$ cat config.mk
export PLATFORM = sky130hd
export DESIGN_NAME = delay_chain_sensor_ctrl
export DESIGN_NICKNAME = d
export VERILOG_FILES = /design/src/rtl/delay_chain_sensor_ctrl_pkg.sv /design/src/rtl/spy_sync2.sv /design/src/rtl/delay_chain_sensor_ctrl.sv
export SDC_FILE = /design/constraint.sdc
export NUM_CORES = 1
export LEC_CHECK = 0
export ABC_AREA = 1
export CAP_MARGIN = 20
export CORE_MARGIN = 4
export CORE_UTILIZATION = 59
export CTS_CLUSTER_DIAMETER = 200
export DETAILED_ROUTE_END_ITERATION = 10
export GPL_TIMING_DRIVEN = 0
export PLACE_DENSITY = 0.81
export SKIP_LAST_GASP = 1
export SYNTH_ARGS = -nofsm -noshare
export SYNTH_HDL_FRONTEND = slang
export SYNTH_HIERARCHICAL = 1
export SYNTH_SLANG_ARGS = --single-unit
$ cat constraint.sdc
create_clock -name clk -period 4.85 [get_ports clk]
set_input_delay 0.7275 -clock clk [delete_from_list [all_inputs] [get_ports clk]]
set_output_delay 0.7275 -clock clk [all_outputs]
set_load 0.005 [all_outputs]
$ cat src/rtl/delay_chain_sensor_ctrl_pkg.sv
// Shared definitions for the spy delay-chain sensor: FSM encodings and default sizing.
package delay_chain_sensor_ctrl_pkg;

  typedef enum logic [2:0] {
    ST_IDLE    = 3'd0,
    ST_LAUNCH  = 3'd1,
    ST_CAPTURE = 3'd2,
    ST_CHECK   = 3'd3,
    ST_SETTLE  = 3'd4,
    ST_REPORT  = 3'd5
  } sensor_state_e;

  localparam int DEF_CAPTURE_DLY = 1;
  localparam int DEF_SETTLE_CYC  = 8;
  localparam int DEF_TRIAL_W     = 16;
  localparam int DEF_CNT_W       = 16;

endpackage

$ cat src/rtl/spy_sync2.sv
// Two-flop synchronizer for the chain output, used only for the post-settle sanity check.
module spy_sync2 (
  input  logic clk,
  input  logic rstN,
  input  logic d,
  output logic q
);

  logic meta;

  // Plain 2-stage resync; reset to 0 to match the reset level of the chain drive.
  always_ff @(posedge clk) begin
    if (!rstN) begin
      meta <= 1'b0;
      q    <= 1'b0;
    end else begin
      meta <= d;
      q    <= meta;
    end
  end

endmodule

$ cat src/rtl/delay_chain_sensor_ctrl.sv
// Trial sequencer for a spy delay chain: launch an edge, capture the raw chain output a
// fixed number of clocks later, count late arrivals, and report the count by valid/ready.
module delay_chain_sensor_ctrl
  import delay_chain_sensor_ctrl_pkg::*;
#(
  parameter int CAPTURE_DLY = DEF_CAPTURE_DLY,
  parameter int SETTLE_CYC  = DEF_SETTLE_CYC,
  parameter int TRIAL_W     = DEF_TRIAL_W,
  parameter int CNT_W       = DEF_CNT_W,
  parameter bit INVERT      = 1'b0
) (
  input  logic               clk,
  input  logic               rstN,
  input  logic               start,
  input  logic               abort,
  input  logic [TRIAL_W-1:0] numTrials,
  (* keep = 1 *) output logic pathInput,
  (* keep = 1 *) input  logic pathResult,
  output logic               busy,
  output logic [CNT_W-1:0]   faultCount,
  output logic               stuckErr,
  output logic               resultValid,
  input  logic               resultReady
);

  localparam int SC_W = (SETTLE_CYC > 1) ? $clog2(SETTLE_CYC) : 1;

  sensor_state_e       state;
  logic [3:0]          dlyCnt;
  logic [SC_W-1:0]     settleCnt;
  logic [TRIAL_W-1:0]  trialCnt;
  logic                expBit;
  logic                syncQ;
  (* keep = 1 *) logic capQ;

  // Raw capture of the chain output, deliberately unsynchronized: sampling a late
  // transition is the measurement. CHECK gives it a full clock to resolve.
  always_ff @(posedge clk) begin
    if (state == ST_CAPTURE && dlyCnt == 4'd0) capQ <= pathResult;
  end

  spy_sync2 uSync (
    .clk  (clk),
    .rstN (rstN),
    .d    (pathResult),
    .q    (syncQ)
  );

  // Trial sequencer; all outputs registered. abort overrides start and resultReady.
  always_ff @(posedge clk) begin
    if (!rstN) begin
      state       <= ST_IDLE;
      pathInput   <= 1'b0;
      busy        <= 1'b0;
      resultValid <= 1'b0;
      stuckErr    <= 1'b0;
      faultCount  <= '0;
      trialCnt    <= '0;
      dlyCnt      <= '0;
      settleCnt   <= '0;
      expBit      <= 1'b0;
    end else if (abort && state != ST_IDLE) begin
      state       <= ST_IDLE;
      busy        <= 1'b0;
      resultValid <= 1'b0;
    end else begin
      case (state)
        ST_IDLE: begin
          if (start) begin
            trialCnt   <= numTrials;
            faultCount <= '0;
            stuckErr   <= 1'b0;
            busy       <= 1'b1;
            if (numTrials == '0) begin
              state       <= ST_REPORT;
              resultValid <= 1'b1;
            end else begin
              state <= ST_LAUNCH;
            end
          end
        end
        ST_LAUNCH: begin
          pathInput <= ~pathInput;
          expBit    <= ~pathInput ^ INVERT;
          dlyCnt    <= 4'(CAPTURE_DLY - 1);
          state     <= ST_CAPTURE;
        end
        ST_CAPTURE: begin
          if (dlyCnt == 4'd0) state <= ST_CHECK;
          else                dlyCnt <= dlyCnt - 4'd1;
        end
        ST_CHECK: begin
          if (capQ != expBit && faultCount != {CNT_W{1'b1}})
            faultCount <= faultCount + 1'b1;
          settleCnt <= SC_W'(SETTLE_CYC - 1);
          state     <= ST_SETTLE;
        end
        ST_SETTLE: begin
          if (settleCnt == '0) begin
            if (syncQ != expBit) stuckErr <= 1'b1;
            trialCnt <= trialCnt - 1'b1;
            if (trialCnt == TRIAL_W'(1)) begin
              state       <= ST_REPORT;
              resultValid <= 1'b1;
            end else begin
              state <= ST_LAUNCH;
            end
          end else begin
            settleCnt <= settleCnt - 1'b1;
          end
        end
        ST_REPORT: begin
          if (resultReady) begin
            state       <= ST_IDLE;
            busy        <= 1'b0;
            resultValid <= 1'b0;
          end
        end
        default: begin
          state       <= ST_IDLE;
          busy        <= 1'b0;
          resultValid <= 1'b0;
        end
      endcase
    end
  end

endmodule

==> results.py <==
metrics = {
    "run_status": {
        "status": "complete, no violations",
    },
    "finish": {
        "most_common_cell_after_layout_fill_and_taps_aside": "nand2_1",
        "final_core_density_pct": 72.24,
        "layout_common_cells": "nand2_1, nor2_1, dfxtp_1",
        "n_antenna_cell": 0,
        "fillCellCount": 470,
        "num-nets-final": 568,
        "final_layout_size_suffix_gt1_share_pct": 7.222,
        "syn_to_final_growth_pct": 19.25,
    },
    "clock_tree": {
        "ctsHtreeMaxLevel": 2,
        "holdBufCountCts": 0,
        "cts-root-buf": "clkbuf_8",
        "post-cts-setup-buffer-count": 0,
        "worst_skew_pair.late_latency_ns": 0.31,
        "clk_transition_reported_paths_ns": 0.09,
        "tritoncts": "yes",
        "clock_sinks": 49,
        "cts-buffers-inserted": 5,
        "clk_path_buf_depth": 2,
        "post_cts_resized": 0,
    },
    "synth": {
        "synth_top_cell_area_share_pct": 31.26,
        "asyncSetResetFlopFracSynth_pct": 0,
        "synth_nets": 520,
        "synth.yosys.seq_area_share_pct": 32.23,
        "post_synth_num_cell_types": 36,
        "synthCells": 491,
        "synth_area_leader_cell": "dfxtp_1",
        "yosys_register_bits": 49,
        "synth.avg_cell_area_um2": 6.261,
        "synth.top_cells.by_area": "dfxtp_1, nand2_1, nor2_1",
        "synth_flop_cell": "dfxtp_1",
        "synth_enable_flop_cells": 1,
        "netlist_area_um2": 3074,
        "yosysWarnings": 6,
    },
    "die": {
        "die-width_um": 80.19,
        "coreArea_um2": 5075,
        "placementRows": 26,
        "initial_utilization_pct": 60.58,
        "io-pin-count": 42,
        "die_area_um2": 6430,
        "die_y_um": 80.19,
    },
    "global_route": {
        "grt_usage_pct": 25.97,
        "grt_max_degree": 16,
        "vias_in_the_first_global_route": 3095,
        "global_route.overflow_total": 0,
        "grt_antenna_before_repair": 0,
        "grt_pass1_wl_um": 13410,
    },
    "setup_path": {
        "slowest_stage": "clkdlybuf4s50_1",
        "critical_path.startpoint_type": "register",
        "cp-end-kind": "primary output",
        "startpoint_to_endpoint_class_of_the_critical_path": "register to primary output",
        "critical_path_buf_inv_count": 1,
        "critPathArrivalTime_ns": 1.34,
        "critical_path_peak_fanout": 6,
        "critical_path.max_stage_delay_ns": 0.55,
        "path_delay_family": "buffers and inverters",
        "timing.critical_path.cells": "clkdlybuf4s50_1",
        "timing.critical_path.required_ns": 4.12,
    },
    "power_and_ir_drop": {
        "pwr_density_cell_nw_per_um2": 536.8,
        "power.static_leakage_nw": 1.414,
        "fin_total_pwr_mw": 1.968,
        "vdd.ir_drop.worst_mv": 0.3308,
    },
    "place": {
        "port_buffers": 41,
        "place_hpwl_um": 5877,
        "finalWeightedCongestion": 0.9349,
    },
    "routing": {
        "drt_first_iter_violations": 211,
        "vias": 3232,
        "route.detailed.drc": 0,
        "drt-vias-per-instance": 5.298,
        "totalWireLength_um": 7828,
        "antenna_left": 0,
        "drt_pass1_iterations": 4,
        "routed_len_inst_um": 12.83,
    },
    "sta": {
        "maxSlewViolCount": 0,
        "fmaxAchievable_mhz": 483.5,
        "rsz0062_at_grt": "false",
        "timing.setup.tns_ns": 0,
        "finalSetupViolCount": 0,
        "final_layout_worst_hold_slack_ns": 0.4145,
        "period_needed_ns": 2.068,
        "report.final.hold_viol_count": 0,
        "max_slew.worst_pin.slew_ns": 0.6740,
        "finalClockSkew_ns": 0.002850,
        "finalCritPeriodShare_pct": 42.64,
        "timing.max_slew.rel_slack_pct": 55.07,
    },
    "flow_run": {
        "cap_viol_max_count": 0,
    },
    "min_path": {
        "min_path_type": "register to register",
    },
}
[where the power goes]
part / internal, mW / switching [mW] / total, mW / leakage [nW]
registers: 0.514 / 0.0985 / 0.613 / 0.401
logic: 0.387 / 0.713 / 1.10 / 0.968
clock network: 0.116 / 0.139 / 0.255 / 0.0445
[metal layers]
layer / vias up / share of wire, % / GRT usage [%]
li1: 1682 / - / -
met1: 1451 / 46 / 32.57
met2: 90 / 48 / 45.12
met3: 9 / 5.0 / 3.700
met4: 0 / 1.2 / 9.122
met5: - / 0 / 0
[worst reg2reg max path: stages (launching register included)]
cell	delay, ns
dfxtp_1	0.44
ha_1	0.31
nand2_1	0.11
nor2_1	0.17
nand2_1	0.09
clkinv_1	0.08
nand3_1	0.09
nand2_2	0.13
nand2_4	0.10
buf_6	0.17
nand2_1	0.09
a21oi_2	0.06
[path summary, 6_finish.rpt]
path / from / endpoint / slack (ns) / cells after the start
worst max-delay path: faultCount[2]$_SDFFE_PN0P_ / faultCount[2] / 2.78 / 1
worst min-delay path: uSync/meta$_SDFF_PN0_ / uSync/q$_SDFF_PN0_ / 0.41 / 2
worst max register to register: faultCount[0]$_SDFFE_PN0P_ / faultCount[10]$_SDFFE_PN0P_ / 2.88 / 11
worst min register to register: uSync/meta$_SDFF_PN0_ / uSync/q$_SDFF_PN0_ / 0.41 / 2
[cells by family after synthesis]
kind of cell	count (synthesis)	share of synthesized area (%)
xor+xnor	8	2.279
compound gates	76	14.25
buf+inv	62	8.343
simple gates	289	40.05
flops	49	32.23
fa+ha+maj	7	2.849
[stage by stage]
stage,cell area [um2],setup WS [ns],instances
3_3_place_gp,3572,2.578,602
6_report,3666,2.782,610
5_1_grt,3666,2.666,610
4_1_cts,3666,2.781,610
2_1_floorplan,3074,3.176,491
3_5_place_dp,3572,2.546,602
[cells in the mapped netlist (all sizes together) (2+ instances only)]
master  instances
a21oi          39
a31oi           2
buf             8
clkbuf          4
dfxtp          48
ha              7
inv            49
nand2         132
nand3          45
nand3b          4
nand4           8
nor2           95
nor3            3
o21ai          28
o21bai          2
xnor2           3
xor2            5
[flip-flops by register name, summed over array words and instances (netlist names)]
signal and count:
expBit 1, trialCnt 16, stuckErr 1, busy 1
capQ 1, resultValid 1, settleCnt 3, uSync/meta 1
state 3, uSync/q 1, faultCount 16, dlyCnt 4
[layout make-up]
cell class	instances	area, um2	share of cell area (%)
multi-input combinational	380	1827	49.83
inverter	50	187.7	5.119
timing repair buffer	41	410.4	11.19
clock inverter	1	7.507	0.2048
buffer	12	68.82	1.877
tap	70	87.58	2.389
clock buffer	7	86.33	2.355
sequential	49	991.0	27.03
Power figures use the tool's default switching activity.
